===== config.mk =====
export PLATFORM = sky130hd
export DESIGN_NAME = op_requester_flat
export DESIGN_NICKNAME = d
export VERILOG_FILES = /design/src/rtl/op_requester_pkg.sv /design/src/rtl/op_requester_if.sv /design/src/rtl/op_requester_rr_arbiter.sv /design/src/rtl/op_requester.sv /design/src/flat_wrapper.sv
export SDC_FILE = /design/constraint.sdc
export NUM_CORES = 1
export LEC_CHECK = 0
export CAP_MARGIN = 30
export CELL_PAD_IN_SITES_DETAIL_PLACEMENT = 0
export CELL_PAD_IN_SITES_GLOBAL_PLACEMENT = 2
export CORE_ASPECT_RATIO = 1.5
export CORE_MARGIN = 8
export CORE_UTILIZATION = 35
export CTS_CLUSTER_SIZE = 28
export DETAILED_ROUTE_END_ITERATION = 7
export GPL_TIMING_DRIVEN = 0
export HOLD_SLACK_MARGIN = 0.05
export PLACE_DENSITY_LB_ADDON = 0.1
export SYNTH_ARGS = -nofsm -noshare
export SYNTH_HDL_FRONTEND = slang
export SYNTH_SLANG_ARGS = --single-unit

===== constraint.sdc =====
create_clock -name clk_i -period 8.26 [get_ports clk_i]
set_clock_uncertainty 0.05 [all_clocks]
set_input_delay 2.065 -clock clk_i [delete_from_list [all_inputs] [get_ports clk_i]]
set_output_delay 2.065 -clock clk_i [all_outputs]
set_load 0.03 [all_outputs]

===== src/rtl/op_requester_pkg.sv =====
// Shared types and helpers for the per-lane operand requester.
// Also provides the VRF address and queue-source mapping used elsewhere in the lane.
package op_requester_pkg;

    localparam int NrOpQueue        = 3;
    localparam int RegSliceNumWords = 8;
    localparam int NrVRegs          = 32;
    localparam int VRegW            = $clog2(NrVRegs);
    localparam int VrfAddrW         = $clog2(NrVRegs * RegSliceNumWords);
    localparam int MaxAccCnt        = RegSliceNumWords * 8;
    localparam int AccCntW          = $clog2(MaxAccCnt + 1);

    typedef logic [VRegW-1:0]    vreg_t;
    typedef logic [VrfAddrW-1:0] vrf_addr_t;
    typedef logic [AccCntW-1:0]  acc_cnt_t;

    typedef enum logic [1:0] {
        ALUA    = 2'd0,
        ALUB    = 2'd1,
        StoreOp = 2'd2
    } op_queue_e;

    typedef enum logic {
        SrcVs1,
        SrcVs2
    } op_src_e;

    typedef struct packed {
        vreg_t                  vs1;
        vreg_t                  vs2;
        logic [NrOpQueue-1:0]   queue_req;
        acc_cnt_t               acc_cnt;
    } op_req_t;

    typedef struct packed {
        vrf_addr_t addr;
        op_queue_e queue;
    } op_rd_req_t;

    function automatic vrf_addr_t GetVRFAddr(vreg_t r);
        return vrf_addr_t'(r) * vrf_addr_t'(RegSliceNumWords);
    endfunction

    // The dispatcher places store data in vs1, so only ALUB reads vs2.
    function automatic op_src_e GetOpSrcReg(op_queue_e q);
        case (q)
            ALUB:    return SrcVs2;
            default: return SrcVs1;
        endcase
    endfunction

endpackage


===== src/rtl/op_requester_if.sv =====
// Request and VRF-read bundle between sequencer, operand queues, bank arbiter and requester.
// master drives requests/readiness/grants; slave is the requester.
interface op_requester_if;
    import op_requester_pkg::*;

    logic                   op_req_valid_i;
    op_req_t                op_req_i;
    logic                   op_req_ready_o;
    logic [NrOpQueue-1:0]   queue_ready_i;
    logic                   rd_req_o;
    vrf_addr_t              rd_addr_o;
    op_queue_e              rd_queue_o;
    logic                   rd_gnt_i;
    logic                   op_done_o;

    modport master (
        output op_req_valid_i, op_req_i, queue_ready_i, rd_gnt_i,
        input  op_req_ready_o, rd_req_o, rd_addr_o, rd_queue_o, op_done_o
    );

    modport slave (
        input  op_req_valid_i, op_req_i, queue_ready_i, rd_gnt_i,
        output op_req_ready_o, rd_req_o, rd_addr_o, rd_queue_o, op_done_o
    );

endinterface


===== src/rtl/op_requester_rr_arbiter.sv =====
// Round-robin arbiter: one-hot grant plus index, pointer advances past an accepted winner.
// Kept generic so the bank arbiter can reuse it.
module op_requester_rr_arbiter #(
    parameter  int N    = 3,
    localparam int IdxW = (N > 1) ? $clog2(N) : 1
) (
    input  logic            i_clk,
    input  logic            i_rst_n,
    input  logic [N-1:0]    i_req,
    input  logic            i_gnt_accept,
    output logic [N-1:0]    o_gnt,
    output logic [IdxW-1:0] o_idx,
    output logic            o_valid
);

    // r_ptr is the first requester considered, i.e. the one after the last accepted winner.
    logic [IdxW-1:0] r_ptr;

    always_comb begin
        int j;
        j       = 0;
        o_gnt   = '0;
        o_idx   = '0;
        o_valid = 1'b0;
        for (int k = 0; k < N; k++) begin
            j = (int'(r_ptr) + k) % N;
            if (!o_valid && i_req[j]) begin
                o_gnt[j] = 1'b1;
                o_idx    = IdxW'(j);
                o_valid  = 1'b1;
            end
        end
    end

    always_ff @(posedge i_clk) begin
        if (!i_rst_n) begin
            r_ptr <= '0;
        end else if (i_gnt_accept && o_valid) begin
            r_ptr <= (o_idx == IdxW'(N - 1)) ? '0 : o_idx + 1'b1;
        end
    end

endmodule


===== src/rtl/op_requester.sv =====
// Per-lane operand requester: walks the source registers of one request word by word,
// issuing one tagged VRF read per cycle to whichever operand queue has space.
module op_requester
    import op_requester_pkg::*;
#(
    parameter int NrQueues = NrOpQueue,
    parameter int RegWords = RegSliceNumWords
) (
    input  logic            clk_i,
    input  logic            rst_ni,
    op_requester_if.slave   bus
);

    localparam int SelW = $clog2(NrQueues);

    typedef enum logic {
        IDLE,
        BUSY
    } state_e;

    state_e             r_state;
    state_e             w_state_nxt;
    acc_cnt_t           r_pend [NrQueues];
    acc_cnt_t           r_idx  [NrQueues];
    vrf_addr_t          r_base [NrQueues];
    logic               r_done;

    logic [NrQueues-1:0] w_elig;
    logic [NrQueues-1:0] w_gnt;
    logic [SelW-1:0]     w_sel;
    logic                w_any;
    logic                w_xfer;
    logic                w_accept;
    logic                w_empty_req;
    logic                w_others;
    logic                w_last;
    op_rd_req_t          w_rd;

    always_comb begin
        w_elig = '0;
        for (int q = 0; q < NrQueues; q++) begin
            w_elig[q] = (r_state == BUSY) && (r_pend[q] != '0) && bus.queue_ready_i[q];
        end
    end

    op_requester_rr_arbiter #(
        .N(NrQueues)
    ) u_arb (
        .i_clk        (clk_i),
        .i_rst_n      (rst_ni),
        .i_req        (w_elig),
        .i_gnt_accept (w_xfer),
        .o_gnt        (w_gnt),
        .o_idx        (w_sel),
        .o_valid      (w_any)
    );

    assign w_xfer = w_any & bus.rd_gnt_i;

    // Only one queue decrements per cycle, so the request finishes when the winner
    // sends its final word and nobody else still has words pending.
    always_comb begin
        w_others = 1'b0;
        for (int q = 0; q < NrQueues; q++) begin
            if (!w_gnt[q] && (r_pend[q] != '0)) begin
                w_others = 1'b1;
            end
        end
    end

    assign w_last = w_xfer && (r_pend[w_sel] == acc_cnt_t'(1)) && !w_others;

    always_comb begin
        w_rd.addr  = '0;
        w_rd.queue = ALUA;
        if (w_any) begin
            w_rd.addr  = r_base[w_sel] + vrf_addr_t'(r_idx[w_sel]);
            w_rd.queue = op_queue_e'(w_sel);
        end
    end

    always_comb begin
        w_state_nxt = r_state;
        w_accept    = 1'b0;
        w_empty_req = (bus.op_req_i.acc_cnt == '0) || (bus.op_req_i.queue_req == '0);
        case (r_state)
            IDLE: begin
                if (bus.op_req_valid_i) begin
                    w_accept = 1'b1;
                    if (!w_empty_req) begin
                        w_state_nxt = BUSY;
                    end
                end
            end
            BUSY: begin
                if (w_last) begin
                    w_state_nxt = IDLE;
                end
            end
            default: w_state_nxt = IDLE;
        endcase
    end

    always_ff @(posedge clk_i) begin
        if (!rst_ni) begin
            r_state <= IDLE;
        end else begin
            r_state <= w_state_nxt;
        end
    end

    always_ff @(posedge clk_i) begin
        if (!rst_ni) begin
            r_done <= 1'b0;
            for (int q = 0; q < NrQueues; q++) begin
                r_pend[q] <= '0;
                r_idx[q]  <= '0;
                r_base[q] <= '0;
            end
        end else begin
            r_done <= (w_accept && w_empty_req) || w_last;
            if (w_accept) begin
                for (int q = 0; q < NrQueues; q++) begin
                    r_pend[q] <= bus.op_req_i.queue_req[q] ? bus.op_req_i.acc_cnt : '0;
                    r_idx[q]  <= '0;
                    r_base[q] <= GetVRFAddr(
                        (GetOpSrcReg(op_queue_e'(SelW'(q))) == SrcVs2) ? bus.op_req_i.vs2
                                                                        : bus.op_req_i.vs1);
                end
            end else if (w_xfer) begin
                for (int q = 0; q < NrQueues; q++) begin
                    if (w_gnt[q]) begin
                        r_pend[q] <= r_pend[q] - 1'b1;
                        r_idx[q]  <= r_idx[q] + 1'b1;
                    end
                end
            end
        end
    end

    assign bus.op_req_ready_o = (r_state == IDLE);
    assign bus.rd_req_o       = w_any;
    assign bus.rd_addr_o      = w_rd.addr;
    assign bus.rd_queue_o     = w_rd.queue;
    assign bus.op_done_o      = r_done;

    // Word index must stay within an LMUL-8 register group.
    a_acc_cnt_bound: assert property (@(posedge clk_i) disable iff (!rst_ni)
        (w_accept && (bus.op_req_i.queue_req != '0)) |->
            (bus.op_req_i.acc_cnt <= acc_cnt_t'(RegWords * 8)));

endmodule


===== src/flat_wrapper.sv =====
// flat-port wrapper written by rule: the top's interface ports become plain ports
module op_requester_flat import op_requester_pkg::*;
#(
    parameter int NrQueues = NrOpQueue,
    parameter int RegWords = RegSliceNumWords
)
  (clk_i, rst_ni, bus_op_req_valid_i, bus_op_req_i, bus_queue_ready_i, bus_rd_gnt_i, bus_op_req_ready_o, bus_rd_req_o, bus_rd_addr_o, bus_rd_queue_o, bus_op_done_o);
  op_requester_if bus_i ();
  input  logic clk_i;
  input  logic rst_ni;
  input wire logic [$bits(bus_i.op_req_valid_i)-1:0] bus_op_req_valid_i;
  input wire logic [$bits(bus_i.op_req_i)-1:0] bus_op_req_i;
  input wire logic [$bits(bus_i.queue_ready_i)-1:0] bus_queue_ready_i;
  input wire logic [$bits(bus_i.rd_gnt_i)-1:0] bus_rd_gnt_i;
  output wire logic [$bits(bus_i.op_req_ready_o)-1:0] bus_op_req_ready_o;
  output wire logic [$bits(bus_i.rd_req_o)-1:0] bus_rd_req_o;
  output wire logic [$bits(bus_i.rd_addr_o)-1:0] bus_rd_addr_o;
  output wire logic [$bits(bus_i.rd_queue_o)-1:0] bus_rd_queue_o;
  output wire logic [$bits(bus_i.op_done_o)-1:0] bus_op_done_o;
  assign bus_i.op_req_valid_i = bus_op_req_valid_i;
  assign bus_i.op_req_i = bus_op_req_i;
  assign bus_i.queue_ready_i = bus_queue_ready_i;
  assign bus_i.rd_gnt_i = bus_rd_gnt_i;
  assign bus_op_req_ready_o = bus_i.op_req_ready_o;
  assign bus_rd_req_o = bus_i.rd_req_o;
  assign bus_rd_addr_o = bus_i.rd_addr_o;
  assign bus_rd_queue_o = bus_i.rd_queue_o;
  assign bus_op_done_o = bus_i.op_done_o;
  op_requester #(.NrQueues(NrQueues), .RegWords(RegWords)) u_core (.clk_i(clk_i), .rst_ni(rst_ni), .bus(bus_i));
endmodule

==> results of run 1 <==
stage by stage:
stage | setup WS [ns] | instances | hold WS (ns) | power [mW] | instance area, sq um
detailed placement | 0.3070 | 562 | 0.5251 | 0.5847 | 4390
global placement | 0.2956 | 560 | 0.5129 | 0.5839 | 4364
global route | 0.09434 | 570 | 0.5573 | 0.8451 | 4543
floorplan | 1.493 | 377 | 0.4858 | 0.5038 | 3794
finish | 0.3572 | 570 | 0.5290 | 0.8048 | 4543
CTS | 0.2941 | 570 | 0.5381 | 0.8135 | 4543
worst paths after layout:
path	startpoint	slack, ns	to	depth (start not counted)
worst max-delay path	bus_queue_ready_i[0]	0.36	bus_rd_addr_o[7]	18
worst min-delay path	u_core.u_arb.r_ptr[0]$_SDFFE_PN0P_	0.53	u_core.u_arb.r_ptr[0]$_SDFFE_PN0P_	2
worst max register to register	u_core.r_pend[2][0]$_DFFE_PP_	4.82	u_core.r_idx[0][3]$_SDFFCE_PP0P_	10
worst min register to register	u_core.u_arb.r_ptr[0]$_SDFFE_PN0P_	0.53	u_core.u_arb.r_ptr[0]$_SDFFE_PN0P_	2
area by class of cell:
cell class	count	area, sq um	area share
clock inverter	3	27.53	0.006059
inverter	20	75.07	0.01652
multi-input combinational	284	1996	0.4393
clock buffer	5	125.1	0.02754
sequential	56	1642	0.3613
timing repair buffer	41	412.9	0.09088
buffer	17	85.08	0.01873
tap	144	180.2	0.03966
cells by family (layout without fill, tap and decap cells):
family / after synthesis / after routing / synth area share
AND/OR/NAND/NOR: 150 / 150 / 0.2061
XOR/XNOR: 31 / 31 / 0.07157
flip-flops: 56 / 56 / 0.4327
multiplexers: 3 / 3 / 0.007916
AO/OA/AOI/OAI: 84 / 84 / 0.1854
adder cells (fa/ha/maj): 16 / 16 / 0.05409
buffers and inverters: 37 / 86 / 0.04222
metal layers:
metal,up-vias,track usage,share of wire
met5,-,0,0
met4,0,0.05989,0.028
met3,18,0.01840,0.032
met2,68,0.2814,0.53
met1,1505,0.1742,0.41
li1,1500,-,-
flip-flops by register name (all words and copies together) (netlist names):
register              cells
u_core.r_base            10
u_core.bus.op_done_o      1
u_core.r_idx             21
u_core.u_arb.r_ptr        2
u_core.r_state            1
u_core.r_pend            21
report_power, final:
part	internal, mW	leakage [nW]	switching (mW)
Combinational	0.0884	1.01	0.136
Clock	0.116	0.0719	0.111
Sequential	0.334	0.596	0.0194
Total	0.538	1.68	0.267
placed cells by master, fill, tap and decap left out, types with 14 or more instances in the layout:
master and n:
clkdlybuf4s50_1 39, nor2_1 15, ha_1 14, nor3_1 28
xnor2_1 15, inv_1 19, and2_1 19, edfxtp_1 52
xor2_1 16, a32o_1 18, nand2_1 43
critical path, cell delays in order:
cell,delay [ns]
clkdlybuf4s50_1,0.47
and2_1,0.19
o21ai_4,0.11
o211a_1,0.29
and3_1,0.20
buf_4,0.17
nor2_2,0.36
nand2_1,0.09
nand2_1,0.09
ha_1,0.17
inv_1,0.05
fa_1,0.39
inv_1,0.07
a21o_1,0.10
a21oi_1,0.07
xnor2_1,0.13
nor2_1,0.09
clkdlybuf4s50_1,0.68
cells in the mapped netlist, types with 7 or more instances:
cell and count:
edfxtp_1 52, nand2_1 43, nor3_1 28, and2_1 19
inv_1 19, a32o_1 18, xor2_1 16, nor2_1 15
xnor2_1 15, ha_1 14, a21oi_1 13, clkbuf_1 11
and3_1 9, a22oi_1 8, nand3_1 8, or3_1 7
==> metrics.md, run 1 <==
| Metric | Value |
|---|---|
| CTS Sinks | `56` |
| Drt pass-1 iters | `6` |
| Layout Utilization | `0.4290` |
| Hold Violations, Final | `0` |
| TritonCTS Buffers | `5` |
| PortBufs | `39` |
| YS warnings | `0` |
| Synth area leaders | `edfxtp_1 (41%), a32o_1 (4.7%), ha_1 (4.6%), nand2_1 (4.3%), nor3_1 (3.7%)` |
| LEAKAGE | `1.680 nW` |
| RSZ-0062 raised after global routing | `no` |
| First-pass GRT wire length | `17,130 um` |
| Max Cap Viol | `0` |
| Die area | `0.01450 sq mm` |
| GR Overflow Total | `0` |
| Status | `finished clean` |
| Row Count | `46` |
| Htree depth | `2` |
| Worst Path Required | `6.15 ns` |
| Fillers | `1,074` |
| IO Pins | `40` |
| Worst min path class | `reg -> reg` |
| # resized after CTS | `0` |
| Post-synthesis net count | `419` |
| Max Fclk | `0.1265 GHz` |
| Drt wl/cell | `18.71 um` |
| Post-DRT Antenna Nets | `0` |
| Vias | `3,091` |
| CP Launch Type | `input port` |
| DRC | `0` |
| Synthesized netlist cell count | `377` |
| Reg clk slew, reported paths | `0.08 ns` |
| Syn_area_per_cell | `10.06 sq um` |
| CTS tree | `done` |
| N_diodes | `0` |
| Crit path time final | `7.903 ns` |
| Routed WL | `10,660 um` |
| Yosys top cell area share | `0.4116` |
| Async SR Flop Fraction | `0` |
| Buffer levels on the longest clock path | `2` |
| Root buf cell | `clkbuf_16` |
| Fin. max-slew vios | `0` |
| Layout cells sized above 1 | `0.08216` |
| Initial antenna violation count | `0` |
| Die height | `143.5 um` |
| Period utilisation layout | `0.9568` |
| Largest net degree at the start of global routing | `20` |
| DRT iter0 DRCs | `177` |
| Synth Flop Type | `edfxtp_1` |
| Layout overhead on the synthesized area | `19.76%` |
| DP HPWL | `8170 um` |
| Vias in the first global route | `3,248` |
| Hold buffers post-CTS | `0` |
| Critical path endpoint category | `output pin` |
| Pwr dens | `177.1 mW/mm^2` |
| Netlist Area Pre-Place | `0.003794 sq mm` |
| Cell taking the most area after synthesis | `edfxtp_1` |
| Count of cell types in the netlist | `58` |
| Sequential fraction of the synthesis area | `0.4327` |
| Data arrival, critical path | `5.79 ns` |
| Vias per cell | `5.423` |
| Worst-Skew Late Latency | `0.31 ns` |
| Finish-stage setup viols | `0` |
| Least-Margin Pin Slew | `0.8990 ns` |
| Crit-path max FO | `10` |
| Initial Util | `0.3582` |
| Maximum vdd drop | `0.08809 mV` |
| Setup TNS | `0 ns` |
| GRT Total Usage | `0.1533` |
| Post-synth EDFFs | `52` |
| Final Net Count | `467` |
| Kind of critical path | `in -> out` |
| #FFs+latches synth | `56` |
| Core ar. | `0.01059 sq mm` |
| Relative slew slack | `0.4006` |
| GPL Wtd Cong | `0.8068` |
| Post-CTS setup buffers | `0` |
| Die X | `101.0 um` |
Note: power is estimated with default switching activity, not from simulation.
==> run 2, diff against run 1 <==
--- a/config.mk
+++ b/config.mk
@@ -10,7 +10,7 @@
 export CELL_PAD_IN_SITES_GLOBAL_PLACEMENT = 2
 export CORE_ASPECT_RATIO = 1.5
 export CORE_MARGIN = 8
-export CORE_UTILIZATION = 35
+export CORE_UTILIZATION = 33
 export CTS_CLUSTER_SIZE = 28
 export DETAILED_ROUTE_END_ITERATION = 7
 export GPL_TIMING_DRIVEN = 0
==> constraint.sdc (replaced) <==
create_clock -name clk_i -period 6.4 [get_ports clk_i]
set_clock_uncertainty 0.05 [all_clocks]
set_input_delay 1.6 -clock clk_i [delete_from_list [all_inputs] [get_ports clk_i]]
set_output_delay 1.6 -clock clk_i [all_outputs]
set_load 0.03 [all_outputs]
==> metrics.md, run 2 (synthesized netlist as in run 1, its figures left out) <==
| Metric | Value |
|---|---|
| Status | `finished clean` |
| RSZ-0062 raised after global routing | `no` |
| R2r startpoint | `u_core.r_pend[2][0]$_DFFE_PP_` |
| Finish-stage setup viols | `0` |
| Die X | `103.5 um` |
| Initial antenna violation count | `0` |
| Worst Path Required | `4.75 ns` |
| Vias | `3,092` |
| Layout overhead on the synthesized area | `22.03%` |
| DRC | `0` |
| Hold buffers post-CTS | `0` |
| Kind of critical path | `in -> out` |
| First-pass GRT wire length | `17,190 um` |
| Largest net degree at the start of global routing | `20` |
| Critical path endpoint category | `output pin` |
| CTS tree | `done` |
| DRT iter0 DRCs | `151` |
| Row Count | `48` |
| RR Endpoint | `u_core.r_idx[0][5]$_SDFFCE_PP0P_` |
| Maximum vdd drop | `0.1115 mV` |
| N_diodes | `0` |
| Crit-path max FO | `9` |
| Least-Margin Pin Slew | `0.9088 ns` |
| Drt wl/cell | `18.87 um` |
| Vias per cell | `5.313` |
| Reg2reg path depth | `10` |
| CTS Sinks | `56` |
| CP endpoint | `bus_rd_addr_o[6]` |
| Reg clk slew, reported paths | `0.08 ns` |
| WHS | `0.5370 ns` |
| Htree depth | `2` |
| Data arrival, critical path | `4.56 ns` |
| Drt pass-1 iters | `4` |
| CP Launch Type | `input port` |
| Worst-Skew Late Latency | `0.31 ns` |
| DP HPWL | `8354 um` |
| Max Fclk | `0.1612 GHz` |
| Root buf cell | `clkbuf_16` |
| GRT Total Usage | `0.1422` |
| Post-DRT Antenna Nets | `0` |
| Crit path time final | `6.205 ns` |
| CP startpoint | `bus_queue_ready_i[0]` |
| GR Overflow Total | `0` |
| Die area | `0.01525 sq mm` |
| Fin. max-slew vios | `0` |
| Worst min path class | `reg -> reg` |
| IO Pins | `40` |
| Commonest non-fill, non-tap cell in the layout | `edfxtp_1` |
| Routed WL | `10,980 um` |
| Relative slew slack | `0.3940` |
| Max Cap Viol | `0` |
| Pwr dens | `227.6 mW/mm^2` |
| Final Net Count | `473` |
| Most frequent cells in the layout | `edfxtp_1 (52), nand2_1 (43), clkdlybuf4s50_1 (35)` |
| PortBufs | `39` |
| TritonCTS Buffers | `5` |
| Period utilisation layout | `0.9696` |
| Reg2reg setup slack | `2.95 ns` |
| GPL Wtd Cong | `0.7906` |
| Setup TNS | `0 ns` |
| Buffer levels on the longest clock path | `2` |
| Core ar. | `0.01135 sq mm` |
| Vias in the first global route | `3,184` |
| Die height | `147.3 um` |
| Initial Util | `0.3342` |
| LEAKAGE | `1.719 nW` |
| Top flop regs | `u_core.r_idx x21, u_core.r_pend x21, u_core.r_base x10` |
| Layout cells sized above 1 | `0.1134` |
| Hold Violations, Final | `0` |
## run 2: changes by cell type in the layout (fill, tap and decap cells not counted), sizes merged
| cell | before | now |
|---|---|---|
| clkdlybuf4s50 | 39 | 35 |
| dlygate4sd2 | 0 | 2 |
| buf | 8 | 15 |
| clkdlybuf4s15 | 0 | 1 |
## run 2: worst min path at each step
stage	start	end	slack, ns	cells after the start
global route	u_core.u_arb.r_ptr[0]$_SDFFE_PN0P_	u_core.u_arb.r_ptr[0]$_SDFFE_PN0P_	0.57	2
floorplan	u_core.u_arb.r_ptr[0]$_SDFFE_PN0P_	u_core.u_arb.r_ptr[0]$_SDFFE_PN0P_	0.49	2
global placement	u_core.u_arb.r_ptr[0]$_SDFFE_PN0P_	u_core.u_arb.r_ptr[0]$_SDFFE_PN0P_	0.51	2
detailed placement	u_core.u_arb.r_ptr[0]$_SDFFE_PN0P_	u_core.u_arb.r_ptr[0]$_SDFFE_PN0P_	0.53	2
CTS	u_core.u_arb.r_ptr[0]$_SDFFE_PN0P_	u_core.u_arb.r_ptr[0]$_SDFFE_PN0P_	0.54	2
finish	u_core.u_arb.r_ptr[0]$_SDFFE_PN0P_	u_core.u_arb.r_ptr[0]$_SDFFE_PN0P_	0.54	2
## run 2: layer usage
layer | up-vias | routed length [um] | GRT usage
li1 | 1514 | - | -
met2 | 65 | 5798 | 0.2682
met4 | 0 | 193 | 0.04649
met1 | 1499 | 4660 | 0.1591
met3 | 14 | 328 | 0.01841
met5 | - | 0 | 0
## run 2: power by group
part           internal (mW)  leakage, nW  switching, mW
Sequential             0.431        0.596         0.0252
Clock                  0.149       0.0719          0.149
Combinational          0.120         1.05          0.179
## run 2: final cells by class
type                            instances  area [sq um]
Clock buffer                            5         125.1
Tap cell                              150         187.7
Inverter                               20         75.07
Buffer                                 17         87.58
Sequential cell                        56          1642
Fill cell                            1138          6721
Multi-Input combinational cell        284          2034
Timing Repair Buffer                   47         450.4
Clock inverter                          3         27.53
## run 2: stage by stage
step | power [mW] | utilization | cell area (sq um) | setup slack, ns | instances
2_1_floorplan | 0.6503 | - | 3794 | 0.5632 | 377
3_3_place_gp | 0.7547 | 0.3851 | 4372 | -0.6554 | 566
4_1_cts | 1.053 | 0.4019 | 4562 | 0.01977 | 576
5_1_grt | 1.105 | 0.4078 | 4629 | 0.001052 | 582
3_5_place_dp | 0.7552 | 0.3871 | 4394 | -0.6250 | 568
6_report | 1.054 | 0.4078 | 4629 | 0.1949 | 582
## run 2: what timing repair did
action,CTS,global route
setup endpoints to repair,4,7
gates resized for setup,15,5
endpoints found under the hold margin,0,0
pin swaps,1,2
setup buffers,0,6
## run 2: worst max-delay path, cell delays in order
cell	delay (ns)
clkdlybuf4s50_1	0.42
and2_4	0.17
o21ai_4	0.12
o211a_4	0.24
and3_1	0.17
buf_4	0.19
inv_1	0.07
o22ai_1	0.25
a21oi_1	0.08
ha_1	0.30
a21o_1	0.18
a21oi_1	0.17
xor2_1	0.16
nor2_1	0.05
dlygate4sd2_1	0.36
==> run 3, diff against run 2 <==
--- a/config.mk
+++ b/config.mk
@@ -5,14 +5,15 @@
 export SDC_FILE = /design/constraint.sdc
 export NUM_CORES = 1
 export LEC_CHECK = 0
-export CAP_MARGIN = 30
+export CAP_MARGIN = 15
 export CELL_PAD_IN_SITES_DETAIL_PLACEMENT = 0
 export CELL_PAD_IN_SITES_GLOBAL_PLACEMENT = 2
 export CORE_ASPECT_RATIO = 1.5
 export CORE_MARGIN = 8
-export CORE_UTILIZATION = 33
+export CORE_UTILIZATION = 35
 export CTS_CLUSTER_SIZE = 28
 export DETAILED_ROUTE_END_ITERATION = 7
+export GPL_ROUTABILITY_DRIVEN = 0
 export GPL_TIMING_DRIVEN = 0
 export HOLD_SLACK_MARGIN = 0.05
 export PLACE_DENSITY_LB_ADDON = 0.1
==> constraint.sdc (replaced) <==
create_clock -name clk_i -period 6 [get_ports clk_i]
set_clock_uncertainty 0.05 [all_clocks]
set_input_delay 1.5 -clock clk_i [delete_from_list [all_inputs] [get_ports clk_i]]
set_output_delay 1.5 -clock clk_i [all_outputs]
set_load 0.03 [all_outputs]
==> metrics.md, run 3 (synthesized netlist as in run 1, its figures left out) <==
| Metric | Value |
|---|---|
| Die height | `143.5 um` |
| LEAKAGE | `1.735 nW` |
| Finish-stage setup viols | `0` |
| WP depth | `17` |
| Largest delay share family, worst path | `buffers and inverters` |
| GRT Total Usage | `0.1551` |
| CTS Sinks | `56` |
| Layout Utilization | `0.4348` |
| Status | `finished clean` |
| Setup TNS | `0 ns` |
| PnR Total Power | `1.116 mW` |
| First-pass GRT wire length | `17,310 um` |
| DP HPWL | `8170 um` |
| Crit path time final | `5.877 ns` |
| Placed insts | `562` |
| Max incr delay on CP | `0.45 ns` |
| Crit path max-delay cell type | `clkdlybuf4s50_1` |
| Reg2reg setup slack | `2.63 ns` |
| Drt wl/cell | `19.02 um` |
| PortBufs | `39` |
| Buffer levels on the longest clock path | `2` |
| Least-Margin Pin Slew | `0.8954 ns` |
| Die area | `0.01450 sq mm` |
| Hold path start | `u_core.u_arb.r_ptr[0]$_SDFFE_PN0P_` |
| Final Non-Filler Cells | `572` |
| Metal2 WL | `5711 um` |
| Top flop regs | `u_core.r_idx x21, u_core.r_pend x21, u_core.r_base x10` |
| Vias | `3,150` |
| Htree depth | `2` |
| Relative slew slack | `0.4030` |
| Die X | `101.0 um` |
| CTS tree | `done` |
| Final Net Count | `469` |
| Vias in the first global route | `3,287` |
| Period utilisation layout | `0.9794` |
| R2r startpoint | `u_core.r_pend[2][0]$_DFFE_PP_` |
| RSZ-0062 raised after global routing | `yes` |
| Hold buffers post-CTS | `0` |
| WP buf/inv | `6` |
| Post-DRT Antenna Nets | `0` |
| Max Fclk | `0.1702 GHz` |
| RR Endpoint | `u_core.r_idx[0][3]$_SDFFCE_PP0P_` |
| Most frequent cells in the layout | `edfxtp_1 (52), nand2_1 (43), clkdlybuf4s50_1 (33)` |
| Largest net degree at the start of global routing | `20` |
| Root buf cell | `clkbuf_16` |
| Worst min path class | `reg -> reg` |
| Initial Util | `0.3582` |
| Hold Violations, Final | `0` |
| Wl on met1 | `4578 um` |
| Drt pass-1 iters | `4` |
| Data arrival, critical path | `4.33 ns` |
| Routed WL | `10,880 um` |
| Reg2reg path depth | `10` |
| Core ar. | `0.01059 sq mm` |
| Hold Path Depth | `2` |
| Crit-path max FO | `10` |
| TritonCTS Buffers | `5` |
| Row Count | `46` |
| Initial antenna violation count | `0` |
| Maximum vdd drop | `0.1203 mV` |
| Layout cells sized above 1 | `0.1121` |
| Pwr dens | `242.5 mW/mm^2` |
| DRT iter0 DRCs | `170` |
| IO Pins | `40` |
| Commonest non-fill, non-tap cell in the layout | `edfxtp_1` |
| DRC | `0` |
| Worst Path Required | `4.45 ns` |
| Met3 WL | `269 um` |
| Worst-Skew Late Latency | `0.31 ns` |
| GR Overflow Total | `0` |
| CP Launch Type | `input port` |
| Worst path cell trace | `clkdlybuf4s50_1 -> nand2_1 -> a211o_1 -> nand3_4 -> inv_2 -> buf_4 -> a22oi_2 -> nand2_1 -> ha_1 -> inv_1 -> fa_2 -> inv_1 -> a21o_1 -> a21oi_2 -> xnor2_1 -> nor2_1 -> buf_4` |
| Worst hold endpoint | `u_core.u_arb.r_ptr[0]$_SDFFE_PN0P_` |
| Layout overhead on the synthesized area | `21.37%` |
| N_diodes | `0` |
| Vias per cell | `5.507` |
| Reg clk slew, reported paths | `0.08 ns` |
| Fillers | `1,067` |
| Max Cap Viol | `0` |
| Kind of critical path | `in -> out` |
| Critical path endpoint category | `output pin` |
| Fin. max-slew vios | `0` |
| Max Used Layer | `met4` |
## run 3: changes by cell type in the layout (fill, tap and decap cells not counted), sizes merged
cell	before	now
buf	15	12
clkbuf	16	17
clkdlybuf4s50	35	33
dlygate4sd2	2	0
dlymetal6s2s	0	2
## run 3: what timing repair did
action	4_1_cts	5_1_grt
endpoints found under the setup margin	6	6
cloned	0	0
buffers inserted	2	0
pin swaps	2	2
gates resized for setup	20	10
## run 3: layout make-up
class / count / area, sq um / share of cell area
inverters: 20 / 75.07 / 0.01630
clock buffers: 5 / 125.1 / 0.02717
multi-input cells: 284 / 2043 / 0.4437
plain buffers: 17 / 91.34 / 0.01984
flip-flops and latches: 56 / 1642 / 0.3565
clock inverters: 3 / 27.53 / 0.005978
repair buffers: 43 / 420.4 / 0.09130
well taps: 144 / 180.2 / 0.03913
## run 3: how the worst max path moves through the flow
stage	start	end	slack [ns]
2_1_floorplan	bus_queue_ready_i[0]	bus_rd_addr_o[7]	0.36
3_3_place_gp	bus_queue_ready_i[1]	bus_rd_addr_o[7]	-0.83
3_5_place_dp	bus_queue_ready_i[0]	bus_rd_addr_o[7]	-0.82
4_1_cts	bus_queue_ready_i[0]	bus_rd_addr_o[7]	0.009
5_1_grt	bus_queue_ready_i[0]	bus_rd_addr_o[7]	-0.03
6_report	bus_queue_ready_i[2]	bus_rd_addr_o[7]	0.12
## run 3: where the power goes
| part | switching [mW] | total (mW) | leakage [nW] | internal (mW) |
|---|---|---|---|---|
| combinational | 0.192 | 0.316 | 1.07 | 0.124 |
| sequential | 0.0271 | 0.487 | 0.596 | 0.460 |
| clock | 0.154 | 0.313 | 0.0719 | 0.159 |
## run 3: layer usage
metal	track usage	up-vias
met2	0.2807	68
met1	0.1762	1558
met4	0.06935	0
li1	-	1506
met5	0	-
met3	0.01889	18
## run 3: worst reg2reg max path, delay by kind of cell, from the launching register on
family	cells	cell delay, ns
buffers and inverters	2	0.57
adder cells (fa/ha/maj)	1	0.18
AO/OA/AOI/OAI	2	0.63
AND/OR/NAND/NOR	5	1.25
flip-flops	1	0.41
## run 3: metrics by stage
step	area, sq um	worst slack (ns)	hold WS (ns)
6_report	4604	0.1233	0.5318
5_1_grt	4604	-0.03259	0.5572
4_1_cts	4598	0.008725	0.5381
3_5_place_dp	4390	-0.8230	0.5251
3_3_place_gp	4364	-0.8344	0.5129
2_1_floorplan	3794	0.3632	0.4858
